[config.mk]
export PLATFORM = sky130hd
export DESIGN_NAME = prio_event_fifo
export DESIGN_NICKNAME = d
export VERILOG_FILES = /design/src/rtl/prio_pkg.sv /design/src/rtl/sync_fifo.sv /design/src/rtl/prio_event_fifo.sv
export SDC_FILE = /design/constraint.sdc
export NUM_CORES = 1
export LEC_CHECK = 0
export ABC_CLOCK_PERIOD_IN_PS = 3700
export CORE_AREA = 2 2 104 106
export CTS_BUF_LIST = sky130_fd_sc_hd__clkbuf_8
export DETAILED_ROUTE_END_ITERATION = 16
export DIE_AREA = 0 0 106 108
export GPL_ROUTABILITY_DRIVEN = 0
export PLACE_DENSITY = 0.65
export SLEW_MARGIN = 40
export SYNTH_ARGS = -nofsm -noshare
export SYNTH_HDL_FRONTEND = slang
export SYNTH_HIERARCHICAL = 1
export SYNTH_SLANG_ARGS = --single-unit
[constraint.sdc]
create_clock -name clk -period 3.7 [get_ports clk]
set_input_delay 0.925 -clock clk [delete_from_list [all_inputs] [get_ports clk]]
set_output_delay 0.925 -clock clk [all_outputs]
set_load 0.05 [all_outputs]
[src/rtl/prio_pkg.sv]
// Shared constants and the event record type for the priority-event FIFO.
package prio_pkg;

  localparam int CODE_W = 8;
  localparam int TS_W   = 8;

  localparam logic [CODE_W-1:0] NONE_CODE = 8'hF0;

  // One buffered event: timestamp in the upper bits, encoder code below.
  typedef struct packed {
    logic [TS_W-1:0]   ts;
    logic [CODE_W-1:0] code;
  } prio_event_t;

endpackage

[src/rtl/sync_fifo.sv]
// Generic DEPTH x WIDTH register FIFO with an extra pointer MSB for full/empty.
module sync_fifo #(
  parameter int DEPTH = 4,
  parameter int WIDTH = 16
) (
  input  logic                     clk,
  input  logic                     rst,
  input  logic                     clr,
  input  logic                     push,
  input  logic                     pop,
  input  logic [WIDTH-1:0]         din,
  output logic [WIDTH-1:0]         dout,
  output logic                     full,
  output logic                     empty,
  output logic [$clog2(DEPTH):0]   count
);

  localparam int AW = $clog2(DEPTH);

  logic [WIDTH-1:0] r_mem [DEPTH];
  logic [AW:0]      r_wr_ptr;
  logic [AW:0]      r_rd_ptr;

  logic [AW:0] w_count;
  logic        w_we;
  logic        w_re;

  assign w_count = r_wr_ptr - r_rd_ptr;
  assign count   = w_count;
  assign empty   = (w_count == '0);
  assign full    = (w_count == (AW+1)'(DEPTH));

  // A write into a full FIFO is only legal when the head leaves in the same cycle.
  assign w_we = push && !clr && (!full || pop);
  assign w_re = pop  && !clr && !empty;

  assign dout = r_mem[r_rd_ptr[AW-1:0]];

  // Pointer update; flush returns both pointers to zero.
  always_ff @(posedge clk or posedge rst) begin
    if (rst) begin
      r_wr_ptr <= '0;
      r_rd_ptr <= '0;
    end else if (clr) begin
      r_wr_ptr <= '0;
      r_rd_ptr <= '0;
    end else begin
      if (w_we) r_wr_ptr <= r_wr_ptr + 1'b1;
      if (w_re) r_rd_ptr <= r_rd_ptr + 1'b1;
    end
  end

  // Storage write at the tail slot.
  always_ff @(posedge clk or posedge rst) begin
    if (rst) begin
      for (int i = 0; i < DEPTH; i++) r_mem[i] <= '0;
    end else if (w_we) begin
      r_mem[r_wr_ptr[AW-1:0]] <= din;
    end
  end

endmodule

[src/rtl/prio_event_fifo.sv]
// Timestamps every change of the priority-encoder code and buffers it for a
// slow valid/ready consumer; a sticky flag records any dropped event.
module prio_event_fifo
  import prio_pkg::*;
#(
  parameter int                DEPTH     = 4,
  parameter logic [CODE_W-1:0] NONE_VAL  = NONE_CODE,
  parameter bit                SKIP_NONE = 1'b0
) (
  input  logic                   clk,
  input  logic                   rst,
  input  logic                   ena,
  input  logic                   clr,
  input  logic [CODE_W-1:0]      code_in,
  input  logic                   out_ready,
  output logic                   out_valid,
  output logic [CODE_W-1:0]      out_code,
  output logic [TS_W-1:0]        out_ts,
  output logic [$clog2(DEPTH):0] count,
  output logic                   overflow
);

  logic [TS_W-1:0]   r_ts;
  logic [CODE_W-1:0] r_prev_code;
  logic              r_overflow;

  logic              w_ev;
  logic              w_push;
  logic              w_pop;
  logic              w_full;
  logic              w_empty;
  prio_event_t       w_din;
  prio_event_t       w_dout;

  assign w_ev   = ena && (code_in != r_prev_code);
  assign w_push = w_ev && !(SKIP_NONE && (code_in == NONE_VAL));
  assign w_pop  = !w_empty && out_ready;
  assign w_din  = '{ts: r_ts, code: code_in};

  sync_fifo #(
    .DEPTH (DEPTH),
    .WIDTH (TS_W + CODE_W)
  ) u_fifo (
    .clk   (clk),
    .rst   (rst),
    .clr   (clr),
    .push  (w_push),
    .pop   (w_pop),
    .din   (w_din),
    .dout  (w_dout),
    .full  (w_full),
    .empty (w_empty),
    .count (count)
  );

  // Free-running timestamp, gated by ena and zeroed by a flush.
  always_ff @(posedge clk or posedge rst) begin
    if (rst)      r_ts <= '0;
    else if (clr) r_ts <= '0;
    else if (ena) r_ts <= r_ts + 1'b1;
  end

  // Last code seen; a flush forgets it so the next capture compares with "none".
  always_ff @(posedge clk or posedge rst) begin
    if (rst)       r_prev_code <= NONE_VAL;
    else if (clr)  r_prev_code <= NONE_VAL;
    else if (w_ev) r_prev_code <= code_in;
  end

  // Sticky drop flag: set when an event arrives with no room and no pop.
  always_ff @(posedge clk or posedge rst) begin
    if (rst)                             r_overflow <= 1'b0;
    else if (clr)                        r_overflow <= 1'b0;
    else if (w_push && w_full && !w_pop) r_overflow <= 1'b1;
  end

  // Head presentation; fields read as zero while the FIFO is empty.
  always_comb begin
    out_valid = !w_empty;
    out_code  = '0;
    out_ts    = '0;
    if (!w_empty) begin
      out_code = w_dout.code;
      out_ts   = w_dout.ts;
    end
  end

  assign overflow = r_overflow;

endmodule
=== After elaboration in Yosys (flattened, before gate mapping) ===
Index checks and enable logic that the tools add are counted.

* Bits in registers: 87
* Bits in latches: 0
* RAM bits: 0
* ROM bits: 0
* Input port bits: 13
* Output and inout bits: 21
* Logic and storage cells: 58
* Memories kept: 0

* Add/subtract/negate cells: 4
* $mul: 0
* Div/mod/pow operators: 0
* Magnitude comparators: 3
* Equality and inequality tests: 2
* Shifts and indexed selects: 0
* Mux-type cells: 18
* Bitwise logic cells: 2
* Reductions and logical operators: 20

{| class="wikitable"
|+ Operator list
! kind !! count
|-
| 64-bit bitwise mux || 1
|-
| 16-bit 2-to-1 mux || 3
|-
| 8-bit 2-to-1 mux || 6
|-
| 16-bit binary-select mux with 2-bit select || 1
|-
| 16-bit demux with 2-bit select || 1
|-
| 3-bit 2-to-1 mux || 4
|-
| 2-bit nonzero test || 5
|-
| 1-bit logical AND || 9
|-
| 8-bit by 1-bit adder with 8-bit output, second input constant || 1
|-
| 8-bit != test || 1
|-
| 3-bit by 1-bit adder with 3-bit output, second input constant || 2
|-
| 3-bit >= comparator, second input constant || 2
|-
| 2-bit inverter with 3-bit output || 2
|-
| 1-bit zero test || 4
|-
| 3-bit equality test, second input constant || 1
|-
| 3-bit zero test || 1
|-
| 3-bit by 1-bit < comparator with 1-bit output, second input constant || 1
|-
| 3-bit subtractor || 1
|-
| 1-bit 2-to-1 mux || 2
|-
| 1-bit logical OR || 1
|}

=== Depth between registers and ports, before layout ===
* Depth after elaboration: 8
* Depth in mapped cells: 12
* Depth with buffers taken out: 9

=== Cells and area by module ===
Netlist, hierarchy kept.

{| class="wikitable"
|+ Modules (own cells, without submodules)
! module !! times used !! cells each !! area each (µm²)
|-
| sync_fifo || 1 || 209 || 3525.9
|-
| prio_event_fifo || 1 || 105 || 985.9
|}

=== Worst setup path before layout ===
Ideal clock, no wire load.

* Path kind: reg2out
* Start: register u_fifo.r_wr_ptr[0]
* End: output port out_code[0]
* Arrival time: 2.592 ns
* Required time: 2.775 ns
* Setup slack: 0.183 ns
* Cell stages (with the launch flop): 9
* Path buffers: 2
* Cell sequence: dfrtp_1 -> inv_1 -> ha_1 -> fa_1 -> xor3_1 -> buf_6 -> nor2_1 -> clkbuf_1 -> nor2b_1

* Word-level cells in the longest chain between the ends: 3

{| class="wikitable"
|+ RTL lines
! item !! RTL line !! RTL
|-
| start: declaration || sync_fifo.sv:21 || <nowiki>logic [AW:0] r_wr_ptr;</nowiki>
|-
| start signal: assignment || sync_fifo.sv:48 || <nowiki>if (w_we) r_wr_ptr <= r_wr_ptr + 1'b1;</nowiki>
|-
| 3-bit subtractor || sync_fifo.sv:28 || <nowiki>assign w_count = r_wr_ptr - r_rd_ptr;</nowiki>
|-
| named net count[2] || prio_event_fifo.sv:19 || <nowiki>output logic [$clog2(DEPTH):0] count,</nowiki>
|-
| 3-bit zero test || sync_fifo.sv:30 || <nowiki>assign empty = (w_count == '0);</nowiki>
|-
| named net w_empty || prio_event_fifo.sv:31 || <nowiki>logic w_empty;</nowiki>
|-
| 8-bit 2-to-1 mux || prio_event_fifo.sv:82 || <nowiki>if (!w_empty) begin</nowiki>
|-
| end: declaration || prio_event_fifo.sv:17 || <nowiki>output logic [CODE_W-1:0] out_code,</nowiki>
|}

The timed path passes the listed nets, and every way through them passes these cells.

=== Worst setup path in the final report ===
* Start: register u_fifo.r_wr_ptr[0]
* End: output port out_code[2]

* Word-level cells in the longest chain between the ends: 3

{| class="wikitable"
|+ RTL lines
! item !! RTL line
|-
| 3-bit subtractor || sync_fifo.sv:28
|-
| 3-bit zero test || sync_fifo.sv:30
|-
| named net w_empty || prio_event_fifo.sv:31
|-
| 8-bit 2-to-1 mux || prio_event_fifo.sv:82
|}

The timed path passes the listed nets, and every way through them passes these cells.

==> reports/qor.csv <==
metric,value,unit
status,finished clean,
drtIter0Drc,109,
antenna_found_initial,0,
grt_pass1_wl,15200,um
period_share,91.4,%
final_util,50.9,%
arrival,2460,ps
diodes,0,
cts_root_buffer,clkbuf_8,
grt_remaining_overflow,0,
die_h,108,um
clk_latency,370,ps
avgSynthCellArea,14.4,um^2
synth-xor-area-share,3.24,%
yosysWarnings,6,
row_count,37,
syn_nets,335,
setup_tns,0,ps
cts_tree,yes,
max_stage_delay,540,ps
rsz0062_at_grt,no,
reg2regPathDepth,10,
synth_top_family_by_area,multiplexers,
yosysSeqAreaShare,48.4,%
post_cts_resized,0,
min-delay-start,u_fifo/r_mem[43],
cts_sinks,87,
finalCriticalPeriod,3380,ps
postCtsSetupBuffers,0,
cts_max_path_buffers,2,
synth_mux_area_share,30.5,%
p_switching,1.22,mW
layout_common_cells,"dfrtp_1, mux2_4, buf_4, mux2_2",
whs_endpoint,u_fifo/r_mem[43],
grt_pass1_vias,2824,
pwr-share-seq,37.6,%
final_hold_viol_count,0,
synthArstFlopShare,100,%
pin_count,34,
die_x,106,um
io_buffer_count,33,
max-slew-margin-rel,53.4,%
cts_buffers,9,
grtUsageTotal,17.6,%
grtUsageMet2,28.3,%
setup_viol,0,
crit_path_start_kind,flip-flop,
synth-seq-cells,87,
die_area,11400,um^2
drv_slew,0,
synth-simple-area-share,8.40,%
worst-setup-path-type,flip-flop to output pin,
met3_usage,4.34,%
wl_per_cell,18.3,um
finClkSkew,14.7,ps
comb_power_share,41.0,%
vias_per_cell,5.26,
top_usage_layer,met2,
synth_edf_count,0,
hold_buffers,0,
worst_slew_pin_slew,695,ps
clk_pin_slew,80,ps
layout-drive-gt1-share,39.1,%
htree_num_levels,3,
cp_cell_sequence,"inv_1, ha_1, fa_1, nand2_1, nor2_1, buf_4, nor2b_1, buf_4",
internal-power,2.17,mW
initial_core_util,44.1,%
worstPathRequired,2770,ps
drt_wl_total,9090,um
crit_top_cell,buf_4,
p_clk_share,21.4,%
peakVddDrop,0.504,mV
drt-pass1-iter-count,6,
reg2reg_from,u_fifo/r_wr_ptr[0],
coreArea,10200,um^2
drcViolationCount,0,
place_hpwl,5830,um
hold_class,flip-flop to flip-flop,
postSynthCellCount,314,
rrSetupSlack,560,ps
critPathCaptureType,output pin,
pwr_density_cell,650,nW/um^2
hold_depth,1,
fmax,296,MHz
antenna_left,0,
layout_commonest_cell,dfrtp_1,
areaGrowthSynthToFinish,15.5,%
grt_use_met1,24.0,%
dr_total_vias,2615,
netSwitchingFraction,36.1,%
slowest_stage,fa_1,
nets,378,
synth_fa_ha_area_share,2.38,%
maxCapViolations,0,
syn_area,4510,um^2
cp_max_fo,17,
ys_dominant_reg_cell,dfrtp_1,
synth.distinct_cells,40,
p_leak,2.38,nW
grt_max_degree,71,
regToRegEndpoint,u_fifo/r_mem[23],
synth-compound-area-share,3.24,%
-- kinds of logic (layout without fill, tap and decap cells) --
family	after synthesis	count (layout)
xor+xnor	15	15
compound gates	15	15
simple gates	71	71
buf+inv	24	71
mux	94	94
fa+ha+maj	8	8
flops	87	87
-- state kept, by name, summed over array words and instances (netlist names) --
name,cells
u_fifo/r_mem,64
r_ts,8
u_fifo/r_wr_ptr,3
overflow,1
u_fifo/r_rd_ptr,3
r_prev_code,8
-- stage by stage --
| stage | cell area (um^2) | cells | setup WS [ps] | total power [mW] | hold WS (ps) |
|---|---|---|---|---|---|
| after floorplan | 4510 | 314 | 183 | 2.32 | 475 |
| after global placement | 4990 | 482 | 387 | 2.67 | 484 |
| after detailed placement | 5000 | 482 | 282 | 2.69 | 489 |
| after CTS | 5210 | 497 | 284 | 3.43 | 513 |
| after global routing | 5210 | 497 | 97.0 | 3.56 | 527 |
| final | 5210 | 497 | 320 | 3.39 | 508 |
-- cell type report --
cell class	count	area, um^2
clock buffer	10	138
clock inverter	5	75.1
timing repair buffer	48	462
tap	136	170
fill	907	5020
inverter	8	30.0
multi-input combinational	203	2150
sequential	87	2180
-- cells in the mapped netlist, types with 4 or more instances --
cell type / instances / area share [%]
mux2i_1: 11 / 2.4
mux2_2: 27 / 6.7
nand2b_1: 4 / 0.55
nor2b_1: 20 / 2.8
a21oi_4: 4 / 1.4
mux4_2: 16 / 8.0
buf_12: 4 / 1.8
dfrtp_1: 83 / 46
xor2_1: 13 / 2.5
dfstp_2: 4 / 2.3
nor2_1: 20 / 1.7
ha_1: 7 / 1.9
mux2_4: 40 / 13
clkbuf_1: 4 / 0.33
buf_2: 4 / 0.44
nand3b_1: 4 / 0.67
nand2_1: 12 / 1.0
inv_1: 7 / 0.58
-- worst max-delay path: cells and delay by family, from the launching register on --
family        cells  cell delay [ps]
fa+ha+maj         2              760
buf+inv           3              570
flops             1              400
simple gates      3              350
-- worst max path at each step --
stage	start	end	cells past startpoint
2_1_floorplan	u_fifo/r_wr_ptr[0]	out_code[0]	8
3_3_place_gp	code_in[1]	u_fifo/r_mem[20]	8
3_5_place_dp	code_in[1]	u_fifo/r_mem[19]	8
4_1_cts	u_fifo/r_wr_ptr[0]	out_code[7]	8
5_1_grt	u_fifo/r_wr_ptr[0]	out_ts[6]	8
6_report	u_fifo/r_wr_ptr[0]	out_code[2]	8
-- power by group through the flow --
stage / Clock (mW) / Combinational [mW] / Sequential (mW)
finish: 0.724 / 1.39 / 1.28
global route: 0.782 / 1.48 / 1.30
CTS: 0.744 / 1.41 / 1.28
detailed placement: 0 / 1.41 / 1.29
global placement: 0 / 1.39 / 1.28
floorplan: 0 / 1.07 / 1.25
-- per-layer routing --
metal / vias up / wire length (um)
met5: - / 0
li1: 1192 / -
met4: 0 / 96
met2: 52 / 4360
met1: 1361 / 4220
met3: 10 / 414
Power figures use the tool's default switching activity.
